File: src/rtl/hpc3_logic_vec_if.sv
// Streaming bus for hpc3_logic_vec: operand/op input handshake, randomness
// handshake and result handshake.
//
// Signals:
//   in_valid/in_ready    operand handshake for a, b, op
//   op                   00 AND, 01 OR, 10 NAND, 11 XOR
//   a, b                 shared operands, share-major (share s of lane i at s*WIDTH+i)
//   rnd                  fresh randomness, lane i uses [i*d*(d+1) +: d*(d+1)]
//   rnd_valid/rnd_ready  randomness handshake
//   out_valid/out_ready  result handshake
//   c                    shared result, same packing as a
// Modports: master = producer/consumer side (testbench), slave = the unit.
interface hpc3_logic_vec_if #(
    parameter int unsigned security_order = 1,
    parameter int unsigned WIDTH          = 8
);
    localparam int unsigned SW   = (security_order + 1) * WIDTH;
    localparam int unsigned RNDW = WIDTH * security_order * (security_order + 1);

    logic            in_valid;
    logic            in_ready;
    logic [1:0]      op;
    logic [SW-1:0]   a;
    logic [SW-1:0]   b;
    logic [RNDW-1:0] rnd;
    logic            rnd_valid;
    logic            rnd_ready;
    logic            out_valid;
    logic            out_ready;
    logic [SW-1:0]   c;

    modport master (
        output in_valid, op, a, b, rnd, rnd_valid, out_ready,
        input  in_ready, rnd_ready, out_valid, c
    );

    modport slave (
        input  in_valid, op, a, b, rnd, rnd_valid, out_ready,
        output in_ready, rnd_ready, out_valid, c
    );
endinterface

File: src/rtl/hpc3_logic_vec.sv
// WIDTH-lane, d-th order masked two-input logic unit (AND/OR/NAND/XOR) built from
// per-bit HPC3 AND gadgets, with valid/ready backpressure and a randomness handshake.
// Latency is 1 + pipeline cycles for every op.
//
// Ports:
//   clk  rising-edge clock
//   rst  synchronous active-high reset
//   bus  hpc3_logic_vec_if.slave: in_valid/in_ready, op, a, b, rnd, rnd_valid/rnd_ready,
//        out_valid/out_ready, c
//
// Build option: define HPC3_ZEROIZE_EN to flush share registers with zeros whenever a
// stage advances without a valid transaction, so c reads 0 while out_valid is 0.
module hpc3_logic_vec #(
    parameter int unsigned security_order = 1,
    parameter int unsigned WIDTH          = 8,
    parameter int unsigned pipeline       = 1
) (
    input logic            clk,
    input logic            rst,
    hpc3_logic_vec_if.slave bus
);
    localparam int unsigned NS = security_order + 1;       // shares per bit
    localparam int unsigned NP = security_order * NS / 2;  // unordered share pairs
    localparam int unsigned RW = security_order * NS;      // random bits per lane
    localparam int unsigned SW = NS * WIDTH;

    typedef enum logic [1:0] {OpAnd = 2'b00, OpOr = 2'b01, OpNand = 2'b10, OpXor = 2'b11} op_e;

    // Index of unordered pair (lo, hi), lo < hi, in 0..NP-1.
    function automatic int unsigned pair_idx(input int unsigned lo, input int unsigned hi);
        return lo * (2 * NS - lo - 1) / 2 + (hi - lo - 1);
    endfunction

    logic                             w_stall;
    logic                             w_in_ready;
    logic                             w_accept;
    logic                             w_inv;
    logic [NS-1:0]                    w_a;
    logic [NS-1:0]                    w_b;
    logic                             w_r;
    logic                             w_rq;
    int unsigned                      w_idx;
    logic                             r_v0;
    logic [1:0]                       r_op0;
    logic [1:0]                       w_op_d;
    logic [SW-1:0]                    r_xor;
    logic [SW-1:0]                    w_xor_d;
    // [lane][i][j]: p holds a_i & (b_j ^ r_ij) (diagonal: a_i & b_i), q holds ~a_i & r_ij ^ r'_ij
    logic [WIDTH-1:0][NS-1:0][NS-1:0] r_p;
    logic [WIDTH-1:0][NS-1:0][NS-1:0] r_q;
    logic [WIDTH-1:0][NS-1:0][NS-1:0] w_p_d;
    logic [WIDTH-1:0][NS-1:0][NS-1:0] w_q_d;
    logic [SW-1:0]                    w_s0_c;

    // in_ready never looks at in_valid, only at the output side and randomness.
    assign w_stall       = bus.out_valid & ~bus.out_ready;
    assign w_in_ready    = ~rst & ~w_stall & bus.rnd_valid;
    assign w_accept      = bus.in_valid & w_in_ready;
    assign bus.in_ready  = w_in_ready;
    assign bus.rnd_ready = w_accept;

    // Gadget first half: input products, blinded with the shared randomness.
    always_comb begin
        w_p_d   = '0;
        w_q_d   = '0;
        w_a     = '0;
        w_b     = '0;
        w_r     = 1'b0;
        w_rq    = 1'b0;
        w_idx   = 0;
        // OR = ~AND(~a, ~b); inverting share 0 inverts the unmasked value.
        w_inv   = (op_e'(bus.op) == OpOr);
        w_op_d  = bus.op;
        w_xor_d = bus.a ^ bus.b;
        for (int unsigned l = 0; l < WIDTH; l++) begin
            for (int unsigned s = 0; s < NS; s++) begin
                w_a[s] = bus.a[s * WIDTH + l];
                w_b[s] = bus.b[s * WIDTH + l];
            end
            w_a[0] = w_a[0] ^ w_inv;
            w_b[0] = w_b[0] ^ w_inv;
            for (int unsigned i = 0; i < NS; i++) begin
                for (int unsigned j = 0; j < NS; j++) begin
                    if (i == j) begin
                        w_p_d[l][i][j] = w_a[i] & w_b[i];
                    end else begin
                        // r_ij = r_ji and r'_ij = r'_ji so both cancel in the share sum.
                        w_idx          = (i < j) ? pair_idx(i, j) : pair_idx(j, i);
                        w_r            = bus.rnd[l * RW + w_idx];
                        w_rq           = bus.rnd[l * RW + NP + w_idx];
                        w_p_d[l][i][j] = w_a[i] & (w_b[j] ^ w_r);
                        w_q_d[l][i][j] = (~w_a[i] & w_r) ^ w_rq;
                    end
                end
            end
        end
`ifdef HPC3_ZEROIZE_EN
        if (!w_accept) begin
            w_p_d   = '0;
            w_q_d   = '0;
            w_xor_d = '0;
            w_op_d  = '0;
        end
`endif
    end

    // Stage 0 registers (the gadget registers) share the stall enable.
    always_ff @(posedge clk) begin
        if (rst) begin
            r_v0  <= 1'b0;
            r_op0 <= '0;
            r_xor <= '0;
            r_p   <= '0;
            r_q   <= '0;
        end else if (!w_stall) begin
            r_v0  <= w_accept;
            r_op0 <= w_op_d;
            r_xor <= w_xor_d;
            r_p   <= w_p_d;
            r_q   <= w_q_d;
        end
    end

    // Gadget second half: share compression, then registered-op output mapping.
    always_comb begin
        w_s0_c = '0;
        for (int unsigned l = 0; l < WIDTH; l++) begin
            for (int unsigned i = 0; i < NS; i++) begin
                for (int unsigned j = 0; j < NS; j++) begin
                    w_s0_c[i * WIDTH + l] = w_s0_c[i * WIDTH + l] ^ r_p[l][i][j] ^ r_q[l][i][j];
                end
            end
        end
        unique case (op_e'(r_op0))
            OpXor:        w_s0_c = r_xor;
            OpOr, OpNand: w_s0_c[WIDTH-1:0] = ~w_s0_c[WIDTH-1:0];
            default:      ;
        endcase
    end

    if (pipeline != 0) begin : g_pipe
        logic          r_v1;
        logic [SW-1:0] r_c1;

        // A zeroized stage 0 already presents all-zero shares, so no extra gating here.
        always_ff @(posedge clk) begin
            if (rst) begin
                r_v1 <= 1'b0;
                r_c1 <= '0;
            end else if (!w_stall) begin
                r_v1 <= r_v0;
                r_c1 <= w_s0_c;
            end
        end

        assign bus.out_valid = r_v1;
        assign bus.c         = r_c1;
    end else begin : g_nopipe
        assign bus.out_valid = r_v0;
        assign bus.c         = w_s0_c;
    end
endmodule

File: src/flat_wrapper.sv
// flat-port wrapper written by rule: the top's interface ports become plain ports
module hpc3_logic_vec_flat 
#(
    parameter int unsigned security_order = 1,
    parameter int unsigned WIDTH          = 8,
    parameter int unsigned pipeline       = 1
)
  (clk, rst, bus_in_valid, bus_op, bus_a, bus_b, bus_rnd, bus_rnd_valid, bus_out_ready, bus_in_ready, bus_rnd_ready, bus_out_valid, bus_c);
  hpc3_logic_vec_if #(.security_order(security_order), .WIDTH(WIDTH)) bus_i ();
  input logic clk;
  input logic rst;
  input wire logic [$bits(bus_i.in_valid)-1:0] bus_in_valid;
  input wire logic [$bits(bus_i.op)-1:0] bus_op;
  input wire logic [$bits(bus_i.a)-1:0] bus_a;
  input wire logic [$bits(bus_i.b)-1:0] bus_b;
  input wire logic [$bits(bus_i.rnd)-1:0] bus_rnd;
  input wire logic [$bits(bus_i.rnd_valid)-1:0] bus_rnd_valid;
  input wire logic [$bits(bus_i.out_ready)-1:0] bus_out_ready;
  output wire logic [$bits(bus_i.in_ready)-1:0] bus_in_ready;
  output wire logic [$bits(bus_i.rnd_ready)-1:0] bus_rnd_ready;
  output wire logic [$bits(bus_i.out_valid)-1:0] bus_out_valid;
  output wire logic [$bits(bus_i.c)-1:0] bus_c;
  assign bus_i.in_valid = bus_in_valid;
  assign bus_i.op = bus_op;
  assign bus_i.a = bus_a;
  assign bus_i.b = bus_b;
  assign bus_i.rnd = bus_rnd;
  assign bus_i.rnd_valid = bus_rnd_valid;
  assign bus_i.out_ready = bus_out_ready;
  assign bus_in_ready = bus_i.in_ready;
  assign bus_rnd_ready = bus_i.rnd_ready;
  assign bus_out_valid = bus_i.out_valid;
  assign bus_c = bus_i.c;
  hpc3_logic_vec #(.security_order(security_order), .WIDTH(WIDTH), .pipeline(pipeline)) u_core (.clk(clk), .rst(rst), .bus(bus_i));
endmodule
File: config.mk
export PLATFORM = sky130hd
export DESIGN_NAME = hpc3_logic_vec_flat
export DESIGN_NICKNAME = d
export VERILOG_FILES = /design/src/rtl/hpc3_logic_vec_if.sv /design/src/rtl/hpc3_logic_vec.sv /design/src/flat_wrapper.sv
export SDC_FILE = /design/constraint.sdc
export NUM_CORES = 1
export LEC_CHECK = 0
export BUFFER_PORTS_ARGS = -buffer_cell sky130_fd_sc_hd__buf_2
export CORE_AREA = 2 2 95 97
export CTS_BUF_LIST = sky130_fd_sc_hd__clkbuf_16
export DETAILED_ROUTE_END_ITERATION = 10
export DIE_AREA = 0 0 97 99
export PLACE_DENSITY = 0.79
export SKIP_CTS_REPAIR_TIMING = 1
export SYNTH_ARGS = -nofsm -noshare
export SYNTH_HDL_FRONTEND = slang
export SYNTH_SLANG_ARGS = --single-unit
File: constraint.sdc
create_clock -name clk -period 1.8 [get_ports clk]
set_clock_uncertainty 0.2 [all_clocks]
set_input_delay 0.36 -clock clk [delete_from_list [all_inputs] [get_ports clk]]
set_output_delay 0.36 -clock clk [all_outputs]
set_load 0.1 [all_outputs]
== Yosys cells after proc, flatten, opt, wreduce, memory -nomap -nowiden ==
Cells that the tools add are included.

* Output and inout bits: 19
* Logic and storage cells: 197
* Register bits: 84
* Bits of input ports: 55

* Multiplexer cells: 2
* Bitwise operators: 153
* Equal/unequal tests: 4
* Reductions and logical operators: 1

{| class="wikitable"
|+ Operators with widths
! cell !! count
|-
| $xor A1 B1 Y1 || 80
|-
| $and A1 B1 Y1 || 52
|-
| $not A1 Y1 || 19
|-
| $pmux W8 S2 || 1
|-
| $xor A16 B16 Y16 || 1
|-
| $mux W8 || 1
|-
| $not A8 Y8 || 1
|-
| $eq A2 B1 Y1 const B || 2
|-
| $eq A2 B2 Y1 const B || 2
|-
| $reduce_or A2 Y1 || 1
|}

== Logic depth before layout (Yosys ltp) ==
* Depth after elaboration: 6
* Mapped depth: 7
* Gate-level depth less buffers: 4

== Least setup slack after synthesis ==
Ideal clock, no wire load.

* Kind: register -> output
* Start point: register u_core.g_pipe.r_v1 (netlist: u_core.bus.out_valid)
* End point: output port bus_rnd_ready
* Path buffers: 1
* Path slack: -1463 ps
* Data arrival time: 2703 ps
* Required time: 1240 ps
* Cell stages (with the launch flop): 5
* Path through: dfxtp_1 nand2b_1 buf_2 and3_1 and2_1

* Word-level cells in the longest chain between the ends: 5

{| class="wikitable"
|+ RTL lines
! item !! line !! RTL
|-
| start, declared || hpc3_logic_vec.sv:142 || <nowiki>logic r_v1;</nowiki>
|-
| start signal, assigned || hpc3_logic_vec.sv:151 || <nowiki>r_v1 <= r_v0;</nowiki>
|-
| $and A1 B1 Y1 || hpc3_logic_vec.sv:56 || <nowiki>assign w_stall = bus.out_valid & ~bus.out_ready;</nowiki>
|-
| $not A1 Y1 || hpc3_logic_vec.sv:57 || <nowiki>assign w_in_ready = ~rst & ~w_stall & bus.rnd_valid;</nowiki>
|-
| $and A1 B1 Y1 (2 in a row) || hpc3_logic_vec.sv:57 ||
|-
| named net bus_in_ready || flat_wrapper.sv:19 || <nowiki>output wire logic [$bits(bus_i.in_ready)-1:0] bus_in_ready;</nowiki>
|-
| $and A1 B1 Y1 || hpc3_logic_vec.sv:58 || <nowiki>assign w_accept = bus.in_valid & w_in_ready;</nowiki>
|-
| end, declared || flat_wrapper.sv:20 || <nowiki>output wire logic [$bits(bus_i.rnd_ready)-1:0] bus_rnd_ready;</nowiki>
|}

The timed path passes the listed nets, and every way through them passes these cells.

== Final worst setup path ==
* Start point: register u_core.g_pipe.r_v1 (netlist: u_core.bus.out_valid)
* End point: output port bus_rnd_ready

* Word-level cells in the longest chain between the ends: 5

{| class="wikitable"
|+ RTL lines
! item !! line
|-
| $and A1 B1 Y1 || hpc3_logic_vec.sv:56
|-
| $not A1 Y1 || hpc3_logic_vec.sv:57
|-
| $and A1 B1 Y1 (2 in a row) || hpc3_logic_vec.sv:57
|-
| $and A1 B1 Y1 || hpc3_logic_vec.sv:58
|}

Every way passes these cells.

==> results.json <==
{
  "core_um2": 8550,
  "synth-seq-cells": 84,
  "pin_count": 74,
  "vias": 3556,
  "startpoint_type": "flop",
  "finalCriticalPeriod_ps": 1820,
  "rsz0062_at_grt": "true",
  "ys_types": 31,
  "grt-ovfl-total": 0,
  "final_common_cell": "dfxtp_1",
  "route.detailed.drc": 0,
  "start_util": 0.500,
  "synth_largest_area_cell": "dfxtp_1",
  "syn_area_per_cell_um2": 9.27,
  "max_stage_delay_ps": 360,
  "period_share": 1.01,
  "timing.final.ws_setup_ps": -20.6,
  "antenna_left": 0,
  "antenna_found_initial": 0,
  "grt_pass1_vias": 3572,
  "p_int_w": 0.00350,
  "synth_top_area_frac": 0.394,
  "fin_nets": 588,
  "setup_violations": 1,
  "drt_wl_total_um": 10200,
  "n_antenna_cell": 0,
  "cts_tree": "done",
  "fin_setup_tns_ps": -20.6,
  "slew_headroom": 0.590,
  "fmax_mhz": 549,
  "max-cap-violations": 0,
  "grt_max_degree": 66,
  "crit_arrival_ps": 1260,
  "die_width_um": 97,
  "die_area_um2": 9600,
  "layout_common_cells": "83 x dfxtp_1, 71 x buf_2, 64 x xnor2_1, 53 x nand2_1, 27 x a21oi_1",
  "p_sw_w": 0.00158,
  "endpoint_kind": "primary output",
  "tightest_slew_ps": 612,
  "cts_root_buf": "clkbuf_16",
  "track_usage": 0.217,
  "cp_max_fo": 3,
  "clkTransAtPathRegs_ps": 60,
  "areaGrowthSynthToFinish_pct": 19.3,
  "htree_num_levels": 3,
  "yosysWarnings": 0,
  "cts_buffers": 9,
  "pwr-share-comb": 0.236,
  "clockBufferDepth": 2,
  "die_y_um": 99,
  "hold_viol": 0,
  "violations": "negative setup slack",
  "seq_area_frac_synth": 0.394,
  "via_per_inst": 5.59,
  "cp_slowest_cell": "dfxtp_4",
  "placementRows": 34,
  "dp.cells": 618,
  "drive_gt1_frac": 0.220,
  "p_clk_frac": 0.348,
  "peakVddDrop_v": 0.000493,
  "pwr-share-seq": 0.416,
  "worstPathRequired_ps": 1240,
  "swShare": 0.311,
  "syn_area_um2": 4270,
  "cts_sinks": 84,
  "port_buffers": 73,
  "synth_cells": 461,
  "drtIter0Drc": 169,
  "pwr_density_cell_nw_per_um2": 997,
  "dp_hpwl_um": 6970,
  "critical_path.cell_chain": "nand2b_4, and3_4, and2_4, buf_12",
  "critPathKind": "flop to primary output",
  "slew_viol_final": 0,
  "ys_top_cells_by_area": "dfxtp_1 39%, xnor2_1 13%, nand2_1 4.7%, a211oi_1 4.2%, a21oi_1 3.2%",
  "clk_latency_ps": 330,
  "place.gp.congestion": 0.821,
  "grt_pass1_wl_um": 17100,
  "wl_per_cell_um": 16.1,
  "synth_nets": 526,
  "first_pass_iters": 4,
  "final_cells": 636,
  "hold_path.class": "input port to flop",
  "status": "complete, but fails checks",
  "p_leak_nw": 2.13
}
layer usage:
layer,vias up,wire length [um],global-route usage,share of wire
met5,-,0,0,0
met4,0,380,0.125,0.037
met3,32,461,0.0369,0.045
met2,112,4660,0.339,0.46
met1,1666,4710,0.285,0.46
li1,1746,-,-,-
power groups by stage:
stage          sequential [W]  combinational [W]  clock, W
2_1_floorplan         0.00247           0.000568         0
3_3_place_gp          0.00214            0.00116         0
3_5_place_dp          0.00215            0.00118         0
4_1_cts               0.00211            0.00119   0.00178
5_1_grt               0.00213            0.00129   0.00187
6_report              0.00211            0.00120   0.00177
stage by stage:
stage	area (um2)	worst slack, ps	util	power [W]	hold slack (ps)
final	5100	-20.6	0.596	0.00508	92.5
after global routing	5100	-47.2	0.596	0.00528	96.7
after CTS	5080	-69.5	0.594	0.00509	85.0
after detailed placement	4790	37.6	0.561	0.00333	246
after global placement	4790	96.2	0.561	0.00330	238
after floorplan	4300	-192	-	0.00304	232
synth_stat cells:
cell,count
buf_12,1
xor2_1,8
dfxtp_1,84
buf_2,11
a32o_1,8
nand2_1,53
o31ai_1,16
buf_1,1
inv_1,3
o21ai_0,16
a41o_1,8
nand3_1,1
and3_1,9
nor3_1,6
and4_1,8
nor2b_1,9
mux2i_1,8
xnor2_1,64
nor3_2,2
a21oi_1,27
ha_1,10
buf_6,1
a221o_1,8
nor2_1,19
a211oi_1,24
nor2b_2,1
xnor2_2,8
and2_1,17
clkbuf_1,21
a21boi_0,8
nand2b_1,1
flip-flops by register name, indices dropped and copies added, names as in the netlist:
name / cells
u_core.r_q: 16
u_core.r_op0: 2
u_core.r_v0: 1
u_core.r_p: 32
u_core.bus.out_valid: 1
u_core.r_xor: 16
u_core.bus.c: 16
critical path: cells and delay by family, from the launching register on:
family | cells | cell delay (ps)
buffers and inverters | 1 | 160
flip-flops | 1 | 360
AND/OR/NAND/NOR | 3 | 400
cell families (layout without fill, tap and decap cells):
group,Yosys count,in the layout,share of synthesized area
AOI/OAI and AO/OA,115,115,0.191
muxes,8,8,0.0187
and+or+nand+nor,126,126,0.147
xor gates and xnor gates,80,80,0.178
buffers and inverters,38,105,0.0422
DFF,84,84,0.394
adders and majority gates,10,10,0.0293
cell type report:
| class | instances | area, um2 |
|---|---|---|
| multi-input cells | 339 | 2440 |
| repair buffers | 86 | 543 |
| well taps | 108 | 135 |
| clock buffers | 9 | 225 |
| clock inverters | 7 | 60.1 |
| inverters | 3 | 11.3 |
| flip-flops and latches | 84 | 1690 |
| fillers | 700 | 3450 |
worst paths after layout:
path | start | endpoint | slack, ps | cells after the start
hold reg to reg | u_core.r_xor[9] | u_core.r_xor[9] | 250 | 2
hold / removal | bus_op[0] | u_core.r_op0[0] | 90 | 3
setup / recovery | u_core.bus.out_valid | bus_rnd_ready | -20 | 4
setup reg to reg | u_core.bus.out_valid | u_core.bus.c[1] | 90 | 4
Power figures use the tool's default switching activity.
